<file path="src/rtl/pipe_stage_fifo.sv">
// Pipeline stage buffer: DEPTH-entry FIFO with valid/ready handshake, synchronous flush,
// occupancy status and a saturating backpressure-cycle counter.
module pipe_stage_fifo #(
  parameter int DATA_WIDTH  = 256,
  parameter int DEPTH       = 2,
  parameter int STALL_CNT_W = 32
) (
  input  logic                         clock,
  input  logic                         reset_n,
  input  logic                         flush,
  input  logic                         in_valid,
  output logic                         in_ready,
  input  logic [DATA_WIDTH-1:0]        in_data,
  output logic                         out_valid,
  input  logic                         out_ready,
  output logic [DATA_WIDTH-1:0]        out_data,
  output logic [$clog2(DEPTH+1)-1:0]   count,
  output logic                         full,
  output logic                         empty,
  output logic [STALL_CNT_W-1:0]       stall_cycles
);

  localparam int CNT_W = $clog2(DEPTH+1);
  localparam int PTR_W = (DEPTH > 1) ? $clog2(DEPTH) : 1;

  logic [DATA_WIDTH-1:0] mem [DEPTH];
  logic [PTR_W-1:0]      wr_ptr, rd_ptr;
  logic [CNT_W-1:0]      cnt;
  logic [STALL_CNT_W-1:0] stall;
  logic                  push, pop, stall_now;

  // Pointers wrap at DEPTH-1 explicitly so non-power-of-two depths work.
  function automatic logic [PTR_W-1:0] ptr_inc(input logic [PTR_W-1:0] p);
    return (p == PTR_W'(DEPTH-1)) ? '0 : p + PTR_W'(1);
  endfunction

  assign full         = (cnt == CNT_W'(DEPTH));
  assign empty        = (cnt == '0);
  assign in_ready     = ~full;
  assign out_valid    = ~empty;
  assign out_data     = empty ? '0 : mem[rd_ptr];
  assign count        = cnt;
  assign stall_cycles = stall;

  assign push      = in_valid & in_ready & ~flush;
  assign pop       = out_valid & out_ready & ~flush;
  assign stall_now = in_valid & ~in_ready & ~flush;

  always_ff @(posedge clock or negedge reset_n) begin
    if (!reset_n) begin
      wr_ptr <= '0;
      rd_ptr <= '0;
      cnt    <= '0;
    end else if (flush) begin
      wr_ptr <= '0;
      rd_ptr <= '0;
      cnt    <= '0;
    end else begin
      if (push) wr_ptr <= ptr_inc(wr_ptr);
      if (pop)  rd_ptr <= ptr_inc(rd_ptr);
      if (push && !pop)      cnt <= cnt + CNT_W'(1);
      else if (pop && !push) cnt <= cnt - CNT_W'(1);
    end
  end

  // Flush leaves the perf counter alone; only reset clears it.
  always_ff @(posedge clock or negedge reset_n) begin
    if (!reset_n)                 stall <= '0;
    else if (stall_now && !(&stall)) stall <= stall + STALL_CNT_W'(1);
  end

  always_ff @(posedge clock) begin
    if (push) mem[wr_ptr] <= in_data;
  end

endmodule

</file>
<file path="config.mk">
export PLATFORM = sky130hd
export DESIGN_NAME = pipe_stage_fifo
export DESIGN_NICKNAME = d
export VERILOG_FILES = /design/src/rtl/pipe_stage_fifo.sv
export SDC_FILE = /design/constraint.sdc
export NUM_CORES = 1
export LEC_CHECK = 0
export BUFFER_PORTS_ARGS = -buffer_cell sky130_fd_sc_hd__buf_2
export CAP_MARGIN = 40
export CORE_AREA = 2 2 219 221
export CTS_CLUSTER_DIAMETER = 30
export DETAILED_ROUTE_END_ITERATION = 16
export DIE_AREA = 0 0 221 223
export HOLD_SLACK_MARGIN = 0.12
export PLACE_DENSITY = 0.74
export SYNTH_ARGS = -nofsm -noshare
export SYNTH_HDL_FRONTEND = slang
export SYNTH_SLANG_ARGS = --single-unit
export TNS_END_PERCENT = 20
</file>
<file path="constraint.sdc">
create_clock -name clock -period 38.1 [get_ports clock]
set_input_delay 1.905 -clock clock [delete_from_list [all_inputs] [get_ports clock]]
set_output_delay 1.905 -clock clock [all_outputs]
set_load 0.05 [all_outputs]
</file>
# Word level (Yosys, flattened, before mapping)
# Memories as Yosys holds them, arrays and structs flattened.
# Cells that the tools add are included.
[classes]
bitwise_logic = 9
addsub = 5
muxes = 12
eq_ne = 1
reduce_logical = 11
[op_table]
columns = ["op", "count"]
rows = [
  ["$mux 256", 1],
  ["$add 32x1->32 const B", 1],
  ["$reduce_and 32->1", 1],
  ["$mux 1", 8],
  ["$and 1x1->1", 6],
  ["$mux 2", 3],
  ["$reduce_bool 2->1", 2],
  ["$logic_and 1x1->1", 3],
  ["$logic_not 1->1", 3],
  ["$not 1->1", 3],
  ["$reduce_bool 3->1", 1],
  ["$add 1x1->1 const B", 2],
  ["$add 2x1->2 const B", 1],
  ["$eq 2x2->1 const B", 1],
  ["$logic_not 2->1", 1],
  ["$sub 2x1->2 const B", 1],
]
[word_totals]
mem_bits_rw = 512
register_bits = 36
mem_count = 1
out_inout_bits = 294
word_cells = 43
[mem_list]
columns = ["name", "words", "width", "rd", "rd_clocked_by_memory_dff", "write_ports", "line", "source"]
rows = [
  ["mem", 2, 256, 1, 0, 1, "26", "logic [DATA_WIDTH-1:0] mem [DEPTH];"],
]

# Depth between registers and ports, before layout
[logic_depth]
ltp_word = 9
depth_mapped = 7
ltp_nobuf = 6

# Worst setup path after synthesis
# Ideal clock, no wire load.
[synth_path]
path_kind = "input -> register"
start = "input port in_valid"
end = "memory mem[1][0] (enable)"
n_path_buf = 0
path_slack_ps = 16304
path_stages = 2
setup_time_ps = 1239
arrival_ps = 20557
path_cell_list = "nand2_1 -> nor3b_1"
[synth_via]
elab_chain_len = 4
[synth_rtl]
columns = ["item", "line", "source"]
rows = [
  ["from (decl)", "11", "input logic in_valid,"],
  ["$and 1x1->1 (2 in series)", "45", "assign push = in_valid & in_ready & ~flush;"],
  ["$mux 1", "73", "if (push) mem[wr_ptr] <= in_data;"],
  ["$mux 1 (not written as such)", "73", ""],
  ["to (decl)", "26", ""],
]
# Every way passes these cells.

# Worst setup path after layout
[layout_path]
start = "register rd_ptr"
end = "output port out_data[160]"
[layout_via]
elab_chain_len = 2
[layout_rtl]
columns = ["item", "line", "source"]
rows = [
  ["from (decl)", "27", "logic [PTR_W-1:0] wr_ptr, rd_ptr;"],
  ["from (signal assigned)", "60", "if (pop) rd_ptr <= ptr_inc(rd_ptr);"],
  ["$mem_v2 2x256", "--", ""],
  ["$mux 256", "41", "assign out_data = empty ? '0 : mem[rd_ptr];"],
  ["to (decl)", "16", "output logic [DATA_WIDTH-1:0] out_data,"],
]
# Every way passes these cells.

==> impl_metrics.py <==
metrics = {
    "cts": {
        "cts_hold_buf": 0,
        "numCtsBuffers": 100,
        "post_cts_buffers": 0,
        "cts_tree": "yes",
        "h-tree-depth": 3,
        "cts_sinks": 548,
        "path_clk_slew_ps": 50,
        "clockBufferDepth": 3,
        "clock-root-buffer": "clkbuf_16",
        "cts_resized": 0,
        "clk_latency_ps": 610,
    },
    "logic_synthesis": {
        "ys_ff_latch": 548,
        "synth_cell_types": 46,
        "yosysMostFrequentCell": "edfxtp_1",
        "synthTopCellsByArea": "edfxtp_1 (73%), mux2i_1 (12%), nor2_1 (4.8%)",
        "synth_top_area_share": 0.7333,
        "synth_cells": 1253,
        "synth-edff-count": 512,
        "synth_area_leader_cell": "edfxtp_1",
        "ys_seq_area_frac": 0.7763,
        "syn_nets": 1515,
        "async_flop_share": 0.06569,
        "synth_area_um2": 20970,
        "netlist_top_cells_count": "edfxtp_1 (512), nor2_1 (268), mux2i_1 (256)",
        "syn_area_per_cell_um2": 16.73,
        "ys_warn_count": 0,
        "ys.flop_type": "edfxtp_1",
    },
    "drt": {
        "routed_wl_mm": 51.62,
        "drtPass1Iterations": 5,
        "drt-initial-drc-count": 875,
        "ant_nets": 0,
        "wire_per_inst_um": 20.03,
        "num_vias": 13020,
        "via_per_inst": 5.052,
        "drc": 0,
    },
    "sta": {
        "fin_skew_ps": 21.53,
        "fin_setup_tns_ps": 0,
        "slew_headroom": 0.2368,
        "report.final.setup_viol": 0,
        "slew_violations": 0,
        "finalCriticalPeriod_ps": 5226,
        "worstMarginPinSlew_ps": 1145,
        "hold_viol": 0,
        "period_share": 0.1372,
        "max_freq_mhz": 191.4,
        "finalWorstSetupSlack_ps": 32870,
        "rsz0062_at_grt": "false",
    },
    "floorplanning": {
        "rows": 80,
        "die_area_um2": 49280,
        "ios": 555,
        "die-height_um": 223,
        "dieWidth_um": 221,
        "core_um2": 47150,
        "initial_utilization": 0.4447,
    },
    "layout": {
        "seqCellArea_um2": 16280,
        "nFillCells": 3518,
        "final_nets": 2130,
        "area_delta_synth_final_pct": 33.72,
        "final_cells": 2577,
        "multiInputGateArea_um2": 4431,
        "postLayoutCoreUtil": 0.5947,
        "drive_above_1_share": 0.3881,
        "postLayoutCellArea_um2": 28040,
    },
    "critical_path": {
        "crit_required_ps": 36190,
        "cpMaxStageDelayCell": "buf_4",
        "slowest_delay_ps": 700,
        "cp_max_fo": 49,
        "crit_top_cell": "buf_4",
        "arrival_ps": 3320,
        "end_kind": "output port",
        "start_kind": "register",
        "r2r_slack_ps": 34580,
        "worstPathCellList": "buf_4, buf_16, buf_4, mux2i_1, nor2_1, buf_2",
        "crit_type": "reg -> out",
        "path_buf_inv": 4,
        "path_delay_family": "buffers and inverters",
    },
    "flow_run": {
        "max-cap-violations": 0,
    },
    "place": {
        "place_inst": 2381,
        "dp_hpwl_mm": 34.30,
        "io_buffers": 554,
        "placed_area_um2": 24550,
        "post-place-ws_ps": 33140,
        "gp_congestion": 0.8784,
    },
    "global_routing": {
        "antenna_found_initial": 11,
        "grt_pass1_wl_mm": 77.16,
        "track_usage": 0.2041,
        "grt_overflow": 0,
        "grt_pass1_vias": 13410,
        "grt_max_degree": 140,
    },
    "status": {
        "status": "complete, no violations",
    },
    "power": {
        "ir_drop_mv": 0.05663,
        "leakage_nw": 11.05,
        "p_per_area_nw_per_um2": 63.85,
    },
    "min_path": {
        "hp-class": "reg -> reg",
    },
}
cell usage in the layout (no fill, tap or decap), types with 14 or more instances in the layout:
master / count
buf_2: 554
bufinv_16: 15
clkbuf_16: 104
clkinv_1: 14
clkinv_2: 17
dfrtp_1: 35
edfxtp_1: 512
mux2i_1: 256
nand2_1: 22
nor2_1: 268
xor2_1: 19
per-layer routing:
layer,vias to the layer above,global-route usage,share of wire
li1,5920,-,-
met1,6402,0.2432,0.38
met2,580,0.3463,0.51
met3,112,0.06598,0.080
met4,4,0.07686,0.031
met5,-,0,0.00045
where the power goes:
| part | leakage, nW | switching, mW | total (mW) | internal, mW |
|---|---|---|---|---|
| Clock | 1.66 | 0.292 | 0.892 | 0.600 |
| Combinational | 4.19 | 0.151 | 0.203 | 0.0520 |
| Sequential | 5.19 | 0.00765 | 0.695 | 0.687 |
| Total | 11.0 | 0.451 | 1.79 | 1.34 |
registers in the layout (all words and copies together), names as in the netlist:
| signal | count |
|---|---|
| mem | 512 |
| stall_cycles | 32 |
| count | 2 |
| rd_ptr | 1 |
| wr_ptr | 1 |
cell families (layout without fill, tap and decap cells):
kind of cell	after synthesis	count (layout)	share of synthesized area
AO/OA/AOI/OAI	9	9	0.003282
XOR/XNOR	31	31	0.01295
adder cells (fa/ha/maj)	1	1	0.0005967
buffers and inverters	65	765	0.01289
flip-flops	548	548	0.7763
multiplexers	257	257	0.1228
other	0	9	0
AND/OR/NAND/NOR	342	342	0.07125
cell type report:
class | count | area share
clock buffers | 116 | 0.09479
flip-flops and latches | 548 | 0.5807
clock inverters | 71 | 0.02887
well taps | 615 | 0.02745
repair buffers | 573 | 0.1084
multi-input cells | 640 | 0.1580
diodes | 9 | 0.0008033
inverters | 5 | 0.0009372
metrics by stage:
stage / power [mW] / hold WS (ps)
finish: 1.790 / 492.3
global route: 1.843 / 518.4
CTS: 1.804 / 489.0
detailed placement: 0.9087 / 482.5
global placement: 0.9031 / 473.1
floorplan: 0.8601 / 519.3
final timing paths:
kind,to,startpoint,cells past startpoint
max in group asynchronous,rd_ptr,reset_n,1
setup reg to reg,mem[1][167],count[0],7
min in group asynchronous,stall_cycles[28],reset_n,1
hold reg to reg,stall_cycles[7],stall_cycles[7],1
hold / removal,stall_cycles[7],stall_cycles[7],1
setup / recovery,out_data[160],rd_ptr,6
(Power assumes the default switching activity.)
